`config.mk`:
```
export PLATFORM = sky130hd
export DESIGN_NAME = pulse_capture
export DESIGN_NICKNAME = d
export VERILOG_FILES = /design/src/rtl/pulse_capture_pkg.sv /design/src/rtl/edge_sync.sv /design/src/rtl/pulse_capture.sv
export SDC_FILE = /design/constraint.sdc
export NUM_CORES = 1
export LEC_CHECK = 0
export CELL_PAD_IN_SITES_DETAIL_PLACEMENT = 1
export CELL_PAD_IN_SITES_GLOBAL_PLACEMENT = 1
export CORE_MARGIN = 2
export CORE_UTILIZATION = 44
export CTS_CLUSTER_DIAMETER = 120
export DETAILED_ROUTE_END_ITERATION = 12
export PLACE_DENSITY_LB_ADDON = 0.1
export SLEW_MARGIN = 20
export SYNTH_ARGS = -nofsm -noshare
export SYNTH_HDL_FRONTEND = slang
export SYNTH_SLANG_ARGS = --single-unit
```
`constraint.sdc`:
```
create_clock -name clk -period 2.4 [get_ports clk]
set_clock_uncertainty 0.15 [all_clocks]
set_input_delay 0.6 -clock clk [delete_from_list [all_inputs] [get_ports clk]]
set_output_delay 0.6 -clock clk [all_outputs]
set_load 0.005 [all_outputs]
```
`src/rtl/pulse_capture_pkg.sv`:
```
// Shared definitions for the input-capture peripheral.
// No logic: FSM state encodings and synchroniser depth floor.
// No handshake.
package pulse_capture_pkg;

    typedef enum logic [1:0] {
        ST_IDLE = 2'd0,
        ST_ARM  = 2'd1,
        ST_HIGH = 2'd2,
        ST_LOW  = 2'd3
    } state_t;

    localparam int SYNC_STAGES_MIN = 2;

endpackage

```
`src/rtl/edge_sync.sv`:
```
// Synchronises an asynchronous level and emits single-cycle rise/fall pulses.
// Latency: input edge to rise/fall pulse is SYNC_STAGES+1 clk cycles.
// No backpressure; pulses are dropped if the consumer ignores them.
module edge_sync
    import pulse_capture_pkg::*;
#(
    parameter int SYNC_STAGES = 2
) (
    input  logic clk,
    input  logic rst_n,
    input  logic d,
    output logic level,
    output logic rise,
    output logic fall
);

    // Depths below the metastability floor are silently raised to it.
    localparam int STAGES = (SYNC_STAGES < SYNC_STAGES_MIN) ? SYNC_STAGES_MIN : SYNC_STAGES;

    logic [STAGES-1:0] sync_q;
    logic              level_q;

    always_ff @(posedge clk or negedge rst_n) begin
        if (!rst_n) begin
            sync_q  <= '0;
            level_q <= 1'b0;
            rise    <= 1'b0;
            fall    <= 1'b0;
        end else begin
            sync_q  <= {sync_q[STAGES-2:0], d};
            level_q <= sync_q[STAGES-1];
            rise    <= sync_q[STAGES-1] & ~level_q;
            fall    <= ~sync_q[STAGES-1] & level_q;
        end
    end

    assign level = level_q;

endmodule

```
`src/rtl/pulse_capture.sv`:
```
// Measures period and high time of signal_in in clk>>DIV units.
// Latency: result registered 1 cycle after the synchronised rise pulse.
// valid held until ack; a result arriving while held is dropped and flagged missed.
module pulse_capture
    import pulse_capture_pkg::*;
#(
    parameter int WIDTH       = 16,
    parameter int DIV         = 0,
    parameter int SYNC_STAGES = 2
) (
    input  logic             clk,
    input  logic             rst_n,
    input  logic             enable,
    input  logic             signal_in,
    input  logic             ack,
    input  logic             clear,
    output logic [WIDTH-1:0] period,
    output logic [WIDTH-1:0] high_time,
    output logic             valid,
    output logic             missed,
    output logic             overflow
);

    localparam int CW = WIDTH + DIV;

    state_t           state;
    logic [CW-1:0]    cnt;
    logic [WIDTH-1:0] hold_high;
    logic [WIDTH-1:0] captured;
    logic             level_unused;
    logic             rise;
    logic             fall;
    logic             sat;
    logic             pub;

    edge_sync #(
        .SYNC_STAGES (SYNC_STAGES)
    ) u_edge_sync (
        .clk   (clk),
        .rst_n (rst_n),
        .d     (signal_in),
        .level (level_unused),
        .rise  (rise),
        .fall  (fall)
    );

    // Saturation beats a coincident edge: the true interval is unknown.
    always_comb begin
        captured = cnt[CW-1:DIV];
        sat      = enable && ((state == ST_HIGH) || (state == ST_LOW)) && (cnt == '1);
        pub      = enable && (state == ST_LOW) && rise && !sat;
    end

    always_ff @(posedge clk or negedge rst_n) begin
        if (!rst_n) begin
            state     <= ST_IDLE;
            cnt       <= '0;
            hold_high <= '0;
            period    <= '0;
            high_time <= '0;
            valid     <= 1'b0;
            missed    <= 1'b0;
            overflow  <= 1'b0;
        end else begin
            if (!enable || (state == ST_IDLE)) begin
                cnt <= '0;
            end else if (rise) begin
                cnt <= CW'(1);
            end else if (cnt != '1) begin
                cnt <= cnt + CW'(1);
            end

            if (!enable) begin
                state <= ST_IDLE;
            end else begin
                case (state)
                    ST_IDLE: state <= ST_ARM;
                    ST_ARM:  if (rise) state <= ST_HIGH;
                    ST_HIGH: begin
                        if (sat) begin
                            state <= ST_ARM;
                        end else if (fall) begin
                            hold_high <= captured;
                            state     <= ST_LOW;
                        end
                    end
                    ST_LOW: begin
                        if (sat) begin
                            state <= ST_ARM;
                        end else if (rise) begin
                            state <= ST_HIGH;
                        end
                    end
                    default: state <= ST_IDLE;
                endcase
            end

            if (pub) begin
                if (!valid || ack) begin
                    period    <= captured;
                    high_time <= hold_high;
                    valid     <= 1'b1;
                end
            end else if (ack) begin
                valid <= 1'b0;
            end

            // Sticky flags: a set event in the same cycle as clear wins.
            if (pub && valid && !ack) begin
                missed <= 1'b1;
            end else if (clear) begin
                missed <= 1'b0;
            end

            if (sat) begin
                overflow <= 1'b1;
            end else if (clear) begin
                overflow <= 1'b0;
            end
        end
    end

endmodule

```
==> results_dict.tcl <==
set metrics [dict create \
    r2r-end "hold_high[5]$_DFFE_PN0P_" \
    reg2reg_from "captured[0]$_DFFE_PN0P_" \
    most-common-layout-cells "dfrtp_1 (74), mux2_1 (48), clkdlybuf4s50_1 (39)" \
    die_width_um 87.52 \
    floorplan.die_area_um2 7660 \
    min_path_type "in2async" \
    synth_edf_count 0 \
    cts.sink_count 74 \
    drt-wirelength-per-cell_um 16.98 \
    switching_share 0.2246 \
    first_pass_detailed_route_iteration_total 4 \
    dp.final_hpwl_mm 4.189 \
    worst_path_dominant_cell_family "simple AND/OR/NAND/NOR gates" \
    htree_levels 3 \
    yosysSeqAreaShare 0.6033 \
    placement.cell_area_um2 3597 \
    timing.critical_path.cells "ha_1, nand4_1, nor4_4, nor4b_4, buf_12, mux2_1" \
    route.final.wire_length_mm 6.163 \
    yosys.area_share.adder 0.004077 \
    synth_nets 235 \
    grt_first_pass_wirelength_mm 10.63 \
    slew_viol_final 0 \
    synthCells 228 \
    finalCriticalPeriod_ps 2123 \
    port_buffers 40 \
    cts_hold_buf 0 \
    cts.repair.resized 0 \
    final_net_count 285 \
    power.density_nw_per_um2 595.1 \
    core_region_area_um2 6756 \
    timing_worst_setup_path_type "reg2reg" \
    cp_num_buf_inv 1 \
    synth_top_family_by_area "multiplexers" \
    max-slew-margin-rel 0.7447 \
    mostFrequentLayoutCell "dfrtp_1" \
    io_pins 41 \
    post_route_cells_drive_above_1_share 0.1060 \
    finish.instance_area_um2 3789 \
    maximum_operating_frequency_mhz 470.9 \
    synth-compound-area-share 0.06115 \
    synth_flop_cell "dfrtp_1" \
    slowest_delay_ps 390 \
    globalRouteOverflowTotal 0 \
    initial_utilization 0.4543 \
    syn_avg_cell_area_um2 13.46 \
    worstPathArrival_ps 2190 \
    area_of_the_multi_input_gates_um2 1142 \
    postCtsSetupRepairBufs 0 \
    clock_path_buffers 2 \
    seqPwrFrac 0.562 \
    synth_cell_type_count 38 \
    ff2ff_path_depth 6 \
    comb_power_share 0.034 \
    post_synth_and_or_nand_nor_area_fraction 0.1223 \
    via_count_of_the_first_global_routing_pass 2105 \
    antenna_found_initial 0 \
    muxShareOfSynthArea 0.1761 \
    area_growth_syn_to_layout_pct 23.44 \
    final.fill_count 683 \
    cp-end-kind "flop" \
    clockRootBuffer "clkbuf_8" \
    finalHoldViolations 0 \
    clk_pin_slew_ps 80 \
    power.internal_mw 1.748 \
    core.rowCount 30 \
    synthesis.yosys.warnings 0 \
    largest_net_degree_at_the_start_of_global_routing 75 \
    timing.final.crit_share 0.8848 \
    detail_route.drc_violations 0 \
    maxCapViolCount 0 \
    vias_per_cell 5.532 \
    crit_fanout 16 \
    clk_latency_ps 340 \
    synth_xor_xnor_area_share 0.008561 \
    cp_slowest_cell "dfrtp_1" \
    cts_buffers 9 \
    fin_setup_tns_ps 0 \
    die-height_um 87.52 \
    tritoncts "done" \
    worstPathRequired_ps 2470 \
    detailroute.via_count 2008 \
    cellLeakagePower_nw 1.801 \
    max_slew.worst_pin.slew_ps 383.0 \
    clkPwrFrac 0.404 \
    finalNonFillerCells 363 \
    total_power_mw 2.255 \
    nature_of_the_critical_path_startpoint "flop" \
    power.net_switching_mw 0.5064 \
    rsz0062_at_grt "false" \
    route.antenna.remaining_nets 0 \
    gr-usage-all-layers 0.1827 \
    dp.cells 347 \
    synth.cell_area_um2 3069 \
    power.ir.vdd_worst_v 0.0002815 \
    drt_iter0_markers 85 \
    final_setup_fails 0 \
    antenna_cells 0 \
    postSynthRegisterBits 74 \
    async_flop_share 1.000 \
    gp_routability_congestion 0.8184 \
    worst-r2r-setup-slack_ps 280 \
    status "finished clean" \
    register_area_um2 1852 \
]
how the worst max path moves through the flow:
stage,from,endpoint,cells after the start
after floorplan,captured[0]$_DFFE_PN0P_,hold_high[4]$_DFFE_PN0P_,6
after global placement,enable,hold_high[1]$_DFFE_PN0P_,5
after detailed placement,enable,high_time[7]$_DFFE_PN0P_,6
after CTS,captured[0]$_DFFE_PN0P_,hold_high[3]$_DFFE_PN0P_,6
after global routing,captured[0]$_DFFE_PN0P_,high_time[7]$_DFFE_PN0P_,6
final,captured[0]$_DFFE_PN0P_,hold_high[5]$_DFFE_PN0P_,6
final cells by class:
cell class                      count  share of cell area
Multi-Input combinational cell    140              0.3015
Timing Repair Buffer               49              0.1288
Tap cell                           80             0.02642
Clock inverter                      3            0.005945
Inverter                            4            0.003963
Sequential cell                    74              0.4888
Clock buffer                       13             0.04458
per-stage QoR:
stage / hold WS, ps / utilization / worst slack (ps)
after detailed placement: 187.0 / 0.5324 / -0.5935
after floorplan: 154.4 / - / 236.2
after global placement: 197.0 / 0.5324 / 75.76
after CTS: 134.2 / 0.5607 / 263.7
final: 124.0 / 0.5607 / 276.6
after global routing: 150.5 / 0.5607 / 155.1
logic make-up (layout without fill, tap and decap cells):
logic type                 Yosys count  after routing
AOI/OAI and AO/OA                   31             31
DFF                                 74             74
adders and majority gates            1              1
xor gates and xnor gates             3              3
muxes                               48             48
buffers and inverters               14             69
and+or+nand+nor                     57             57
power by group through the flow:
| stage | clock (mW) | combinational [mW] | sequential, mW |
|---|---|---|---|
| 6_report | 0.911 | 0.0758 | 1.27 |
| 3_3_place_gp | 0 | 0.0774 | 1.29 |
| 4_1_cts | 0.947 | 0.0799 | 1.27 |
| 2_1_floorplan | 0 | 0.0235 | 1.29 |
| 5_1_grt | 0.984 | 0.0870 | 1.27 |
| 3_5_place_dp | 0 | 0.0794 | 1.29 |
per-layer routing:
layer / GRT usage / routed length [µm]
met1: 0.2331 / 2803
met2: 0.3044 / 3129
met3: 0.03412 / 137
met4: 0.07972 / 93
met5: 0 / 0
synth_stat cells, drive strengths merged, types with 4 or more instances:
cell   number  area [µm²]
a31oi       4       25.02
o21ai       7       35.03
buf         7       48.79
a21oi      10       50.05
nor3        5       25.02
and4        4       35.03
nand4       7       62.56
nand3       4       20.02
inv         4       15.01
dfrtp      74        1852
nor2        6       22.52
mux2       48       540.5
nand2      11       41.29
flip-flops by register name, indices dropped and copies added (netlist names):
name / cells
overflow: 1
high_time: 16
hold_high: 16
u_edge_sync.level: 1
valid: 1
u_edge_sync.rise: 1
state: 2
u_edge_sync.fall: 1
period: 16
missed: 1
captured: 16
u_edge_sync.sync_q: 2
(Power assumes the default switching activity.)
